<file path="config.mk">
export PLATFORM = sky130hd
export DESIGN_NAME = vga_dither_out
export DESIGN_NICKNAME = d
export VERILOG_FILES = /design/src/rtl/vga_dither_out.sv
export SDC_FILE = /design/constraint.sdc
export NUM_CORES = 1
export LEC_CHECK = 0
export CORE_AREA = 2 2 61 63
export CTS_CLUSTER_SIZE = 16
export DETAILED_ROUTE_END_ITERATION = 6
export DIE_AREA = 0 0 63 65
export PLACE_DENSITY_LB_ADDON = 0.08
export SYNTH_ARGS = -nofsm -noshare
export SYNTH_HDL_FRONTEND = slang
export SYNTH_SLANG_ARGS = --single-unit
</file>
<file path="constraint.sdc">
create_clock -name clk_vga -period 3.9 [get_ports clk_vga]
set_input_delay 0.585 -clock clk_vga [delete_from_list [all_inputs] [get_ports clk_vga]]
set_output_delay 0.585 -clock clk_vga [all_outputs]
set_load 0.02 [all_outputs]
</file>
<file path="src/rtl/vga_dither_out.sv">
// rtl/vga_dither_out.sv - 6-bit to 3-bit per channel VGA output stage with ordered/temporal dither
//
// Two-stage pipeline from the colour mapper to the VGA pins. Colour, sync and blank share
// the same 2-clock delay, so they stay aligned at the pins.
//
// Ports:
//   clk_vga      pixel clock, one pixel per clock
//   rst_n        asynchronous active-low reset
//   r_in/g_in/b_in  6-bit colour from the mapper
//   hsync_in/vsync_in  syncs, active level set by SYNC_ACTIVE_LOW
//   blank_in     1 = outside active video
//   dither_mode  00 truncate, 01 round, 10 ordered, 11 temporal ordered (latched per frame)
//   vga_r/g/b    3-bit colour to pins
//   vga_hsync/vga_vsync  syncs delayed 2 clocks, polarity unchanged

module vga_dither_out #(
    parameter logic SYNC_ACTIVE_LOW = 1'b1
) (
    input  logic       clk_vga,
    input  logic       rst_n,
    input  logic [5:0] r_in,
    input  logic [5:0] g_in,
    input  logic [5:0] b_in,
    input  logic       hsync_in,
    input  logic       vsync_in,
    input  logic       blank_in,
    input  logic [1:0] dither_mode,
    output logic [2:0] vga_r,
    output logic [2:0] vga_g,
    output logic [2:0] vga_b,
    output logic       vga_hsync,
    output logic       vga_vsync
);

    // Level the sync pins sit at outside the sync pulse
    localparam logic SYNC_IDLE = SYNC_ACTIVE_LOW;

    localparam logic [1:0] MODE_TRUNC = 2'b00;
    localparam logic [1:0] MODE_ROUND = 2'b01;
    localparam logic [1:0] MODE_TEMP  = 2'b11;

    logic       hs_act;
    logic       vs_act;
    logic       hs_act_q;
    logic       vs_act_q;
    logic       hs_lead;
    logic       vs_lead;
    logic [1:0] x_q;
    logic [1:0] y_q;
    logic [1:0] frame_q;
    logic [1:0] mode_q;
    logic [1:0] row;
    logic [2:0] thresh;

    logic [5:0] s1_r;
    logic [5:0] s1_g;
    logic [5:0] s1_b;
    logic [2:0] s1_thresh;
    logic [1:0] s1_mode;
    logic       s1_hsync;
    logic       s1_vsync;
    logic       s1_blank;

    assign hs_act  = hsync_in ^ SYNC_IDLE;
    assign vs_act  = vsync_in ^ SYNC_IDLE;
    assign hs_lead = hs_act & ~hs_act_q;
    assign vs_lead = vs_act & ~vs_act_q;

    // Bayer 4x4 matrix already halved to a 3-bit threshold
    function automatic logic [2:0] bayer_thresh(input logic [1:0] r, input logic [1:0] c);
        logic [2:0] t;
        case ({r, c})
            4'h0: t = 3'd0;  4'h1: t = 3'd4;  4'h2: t = 3'd1;  4'h3: t = 3'd5;
            4'h4: t = 3'd6;  4'h5: t = 3'd2;  4'h6: t = 3'd7;  4'h7: t = 3'd3;
            4'h8: t = 3'd1;  4'h9: t = 3'd5;  4'hA: t = 3'd0;  4'hB: t = 3'd4;
            4'hC: t = 3'd7;  4'hD: t = 3'd3;  4'hE: t = 3'd6;  default: t = 3'd2;
        endcase
        return t;
    endfunction

    function automatic logic [2:0] quantise(input logic [5:0] c, input logic [1:0] mode,
                                            input logic [2:0] t);
        logic inc;
        case (mode)
            MODE_TRUNC: inc = 1'b0;
            MODE_ROUND: inc = c[2];
            default:    inc = (c[2:0] > t);
        endcase
        // Saturate at full scale so a bright pixel never rolls over to black
        return (c[5:3] == 3'd7) ? 3'd7 : c[5:3] + {2'b00, inc};
    endfunction

    // Temporal mode rotates the matrix row by the frame count
    assign row    = (mode_q == MODE_TEMP) ? y_q + frame_q : y_q;
    assign thresh = bayer_thresh(row, x_q);

    always_ff @(posedge clk_vga or negedge rst_n) begin
        if (!rst_n) begin
            hs_act_q <= 1'b0;
            vs_act_q <= 1'b0;
            x_q      <= 2'd0;
            y_q      <= 2'd0;
            frame_q  <= 2'd0;
            mode_q   <= MODE_TRUNC;
        end else begin
            hs_act_q <= hs_act;
            vs_act_q <= vs_act;
            x_q      <= hs_act ? 2'd0 : x_q + 2'd1;
            // vsync clear takes priority over an hsync edge on the same clock
            if (vs_act)
                y_q <= 2'd0;
            else if (hs_lead)
                y_q <= y_q + 2'd1;
            if (vs_lead) begin
                frame_q <= frame_q + 2'd1;
                mode_q  <= dither_mode;
            end
        end
    end

    always_ff @(posedge clk_vga or negedge rst_n) begin
        if (!rst_n) begin
            s1_r      <= 6'd0;
            s1_g      <= 6'd0;
            s1_b      <= 6'd0;
            s1_thresh <= 3'd0;
            s1_mode   <= MODE_TRUNC;
            s1_hsync  <= SYNC_IDLE;
            s1_vsync  <= SYNC_IDLE;
            s1_blank  <= 1'b1;
            vga_r     <= 3'd0;
            vga_g     <= 3'd0;
            vga_b     <= 3'd0;
            vga_hsync <= SYNC_IDLE;
            vga_vsync <= SYNC_IDLE;
        end else begin
            s1_r      <= r_in;
            s1_g      <= g_in;
            s1_b      <= b_in;
            s1_thresh <= thresh;
            s1_mode   <= mode_q;
            s1_hsync  <= hsync_in;
            s1_vsync  <= vsync_in;
            s1_blank  <= blank_in;
            vga_r     <= s1_blank ? 3'd0 : quantise(s1_r, s1_mode, s1_thresh);
            vga_g     <= s1_blank ? 3'd0 : quantise(s1_g, s1_mode, s1_thresh);
            vga_b     <= s1_blank ? 3'd0 : quantise(s1_b, s1_mode, s1_thresh);
            vga_hsync <= s1_hsync;
            vga_vsync <= s1_vsync;
        end
    end

endmodule

</file>
; After elaboration in Yosys (flattened, before gate mapping)
; Memories as Yosys holds them, arrays and structs flattened. A register that Yosys moved wholly into a read port is not among the register bits.
; Index checks and enable logic that the tools add are counted.
[totals]
inputBits = 25
mem_count = 1
rom_bits = 48
reg_bits = 44
[memory_table]
columns = memory, words, width, rd, rd_ports_with_merged_regs, wr, line
row1 = (no name shown), 16, 3, 1, 1, 0, 72  ; case ({r, c})
[classes]
n_addsub = 7
reduce_logical = 2
eq_ne = 6
bitwise_logic = 6
order_cmp = 3
muxes = 13
[ops]
columns = cell, n
row1 = 2-to-1 mux 3 bit, 6
row2 = adder 3 x 1 -> 3 bit, 3
row3 = == test 3 bit (second input constant), 3
row4 = > comparator 3 bit, 3
row5 = 2-to-1 mux 2 bit, 4
row6 = adder 2 x 1 -> 2 bit (second input constant), 3
row7 = case mux 1 bit (2 select lines), 3
row8 = inverter 1 bit, 4
row9 = adder 2 bit, 1
row10 = AND 1 bit, 2
row11 = == test 2 x 1 -> 1 bit (second input constant), 1
row12 = == test 2 bit (second input constant), 1
row13 = logical NOT 2 bit, 1
row14 = != test 2 x 1 -> 1 bit (second input constant), 1
row15 = logical NOT 1 bit, 1

; Logic depth before layout (Yosys ltp)
[depth]
ltp_word = 5
mapped_depth = 10
depth_no_buf = 10

; Worst setup path before layout
; OpenSTA, ideal clock, no wires.
[synth_path]
path_type = register to register
from = register s1_thresh[1]
to = register vga_r[1]
path_slack_ps = 2110
setup_time_ps = 130
synth_period_minus_slack_ps = 1790
path_stages_with_launch = 10
t_arrival_ps = 1659
required_time_ps = 3770
cell_sequence = dfrtp_1 -> inv_1 -> ha_1 -> nor2b_1 -> o31ai_1 -> o21ai_0 -> ha_1 -> ha_1 -> a31oi_1 -> nor2_1
[synth_via]
elab_chain_len = 5
[synth_rtl]
columns = item, line
row1 = "start, declared", 58  ; logic [2:0] s1_thresh;
row2 = > comparator 3 bit, 87  ; default: inc = (c[2:0] > t);
row3 = case mux 1 bit (2 select lines), 84  ; case (mode)
row4 = adder 3 x 1 -> 3 bit, 90  ; return (c[5:3] == 3'd7) ? 3'd7 : c[5:3] + {2'b00, inc};
row5 = 2-to-1 mux 3 bit, 90
row6 = 2-to-1 mux 3 bit, 145  ; vga_r <= s1_blank ? 3'd0 : quantise(s1_r, s1_mode, s1_thresh);
row7 = "end signal, assigned", 145
row8 = "end, declared", 28  ; output logic [2:0] vga_r,
; No other way between the ends.
; A chain may end at the register's enable or synchronous reset.

; Final worst setup path
[layout_path]
from = register vga_vsync
to = output vga_vsync
[layout_rtl]
columns = item, line
row1 = "start, declared", 32  ; output logic vga_vsync
row2 = "start signal, assigned", 149  ; vga_vsync <= s1_vsync;
; No word-level cell between the ends.

==> impl_metrics.toml <==
[timing]
hold_viol = 0
tightest_slew_ns = 0.991
setup_viol = 0
period_share_pct = 53.3
rsz0062_at_grt = "no"
fin_setup_tns_ns = 0
max_slew_margin_pct = 33.9
setup_slack_ns = 1.82
fmax_ghz = 0.482
final-max-slew-violation-count = 0
min_period_ns = 2.08
fin_skew_ns = 0.00923

[grt]
overflow = 0
track_usage_pct = 17.3
first_global_vias = 1191
grt_max_degree = 48
grt_pass1_wl_mm = 5.27
antenna_found_initial = 0

[drt]
drc = 0
ant_nets = 0
first_pass_iters = 4
drtIter0Drc = 62
drt_wl_total_mm = 3.03
detail_route.wl_per_cell_um = 13.4
viasPerCell = 5.07
dr_total_vias = 1145

[placed_design]
place_ws_ns = 1.90
port_buffers = 35
gp_congestion = 0.786
hpwl_mm = 2.27

[clocking]
numCtsBuffers = 5
clk_latency_ns = 0.36
clockBufferDepth = 2
clkTransAtPathRegs_ns = 0.13
cts_sinks = 47
cts_root_buffer = "clkbuf_4"
cts.repair.resized = 0
cts_hold_buf = 0
cts_setup_buffers = 0
cts_tree = "built"
htreeDepth = 2

[yosys]
synth_cells = 136
ys_seq_area_share_pct = 66.0
synth.top_cell.area_share_pct = 58.7
synth_nets = 177
synth_cell_types = 20
ys_ff_latch = 47
postSynthAreaPerCell_um2 = 13.2
yosysTopAreaCell = "dfrtp_1"
synth_area_um2 = 1790
yosysWarnings = 0
synth_area_leaders = "dfrtp_1 (59%), ha_1 (11%), dfstp_2 (7.3%), nor2_1 (2.9%), xnor2_1 (2.9%)"

[setup_path]
crit_required_ns = 3.31
endpoint_kind = "primary output"
crit_type = "flop to primary output"
crit_buf_inv = 1
path_max_fanout = 1
worstPathArrival_ns = 1.49
cp_top_family = "buffers and inverters"
cp_cell_sequence = "clkdlybuf4s50_1"
critical_path.max_stage_delay_ns = 0.60
start_kind = "flop"
crit_slowest_cell = "clkdlybuf4s50_1"

[power_and_ir_drop]
powerDensity_nw_per_um2 = 472
ir_worst_vdd_mv = 0.358
leakagePower_nw = 1.02

[floorplan]
initial_core_util_pct = 51.3
num_rows = 22
core_area_um2 = 3500
die_y_um = 65
dieArea_um2 = 4100
ios = 36
die_x_um = 63

[final_layout]
area_delta_synth_final_pct = 26.0
final_common_cell = "dfrtp_1"
antenna-diode-count = 0
layout-drive-gt1-share_pct = 9.55
layout.nets = 218
final_cell_mix = "dfrtp_1 (42), clkdlybuf4s50_1 (34), ha_1 (16), nor2_1 (14), nand2_1 (8)"

[status]
status = "finished clean"

[hold_path]
hp-class = "flop to flop"

[job]
max-cap-violations = 0
-- per-layer routing --
layer,track usage [%],wire [um]
met1,18.6,1220
met4,9.72,68
met2,30.6,1600
met5,0,0
met3,4.86,136
-- synthesized netlist by cell type (all sizes together) --
cell    count
a21oi       4
a31oi       6
clkbuf      1
dfrtp      42
dfstp       5
ha         16
inv         7
mux2        3
nand2       8
nand3       3
nor2       14
nor2b       4
nor3        3
nor3b       1
o21ai       7
o31ai       3
or3         1
xnor2       6
xor2        2
-- registers in the layout (all words and copies together), names as in the netlist, 2 cells and up --
name	flops
y_q	2
s1_r	6
s1_mode	2
frame_q	2
x_q	2
mode_q	2
vga_r	3
vga_g	3
s1_thresh	3
vga_b	3
s1_b	6
s1_g	6
-- final timing paths --
path                                   startpoint                   to  slack, ns  cells after the start
max                           vga_vsync$_DFF_PN1_            vga_vsync       1.82                      1
min                            s1_vsync$_DFF_PN1_  vga_vsync$_DFF_PN1_       0.36                      0
max reg2reg                s1_thresh[1]$_DFF_PN0_   vga_b[1]$_DFF_PN0_       1.90                      9
min reg2reg                    s1_vsync$_DFF_PN1_  vga_vsync$_DFF_PN1_       0.36                      0
max in group asynchronous                   rst_n    s1_b[3]$_DFF_PN0_       2.91                      1
min in group asynchronous                   rst_n   vga_r[0]$_DFF_PN0_       0.37                      1
-- kinds of logic (layout without fill, tap and decap cells) --
kind of cell | count (synthesis) | count (layout) | share of synthesized area [%]
xor gates and xnor gates | 8 | 8 | 3.91
buffers and inverters | 8 | 50 | 1.68
DFF | 47 | 47 | 66.0
muxes | 3 | 3 | 2.09
adders and majority gates | 16 | 16 | 11.2
AOI/OAI and AO/OA | 20 | 20 | 6.42
and+or+nand+nor | 34 | 34 | 8.73
-- metrics by stage --
step / power [mW] / instances / cell area, um2 / hold WS, ns / util (%)
2_1_floorplan: 0.734 / 136 / 1790 / 0.289 / -
3_3_place_gp: 0.825 / 218 / 2190 / 0.348 / 62.7
3_5_place_dp: 0.842 / 218 / 2190 / 0.348 / 62.7
4_1_cts: 1.08 / 226 / 2260 / 0.370 / 64.6
5_1_grt: 1.13 / 226 / 2260 / 0.377 / 64.6
6_report: 1.07 / 226 / 2260 / 0.359 / 64.6
-- layout make-up --
type	instances	area (um2)
Inverter	7	26.3
Sequential cell	47	1180
Clock inverter	1	8.76
Fill cell	278	1240
Tap cell	48	60.1
Clock buffer	7	55.1
Multi-Input combinational cell	81	579
Timing Repair Buffer	35	345
-- power breakdown --
group | internal (mW) | switching [mW]
registers | 0.545 | 0.0349
clock network | 0.0896 | 0.145
logic | 0.130 | 0.121
No activity file was read; power rests on OpenSTA's default activity.
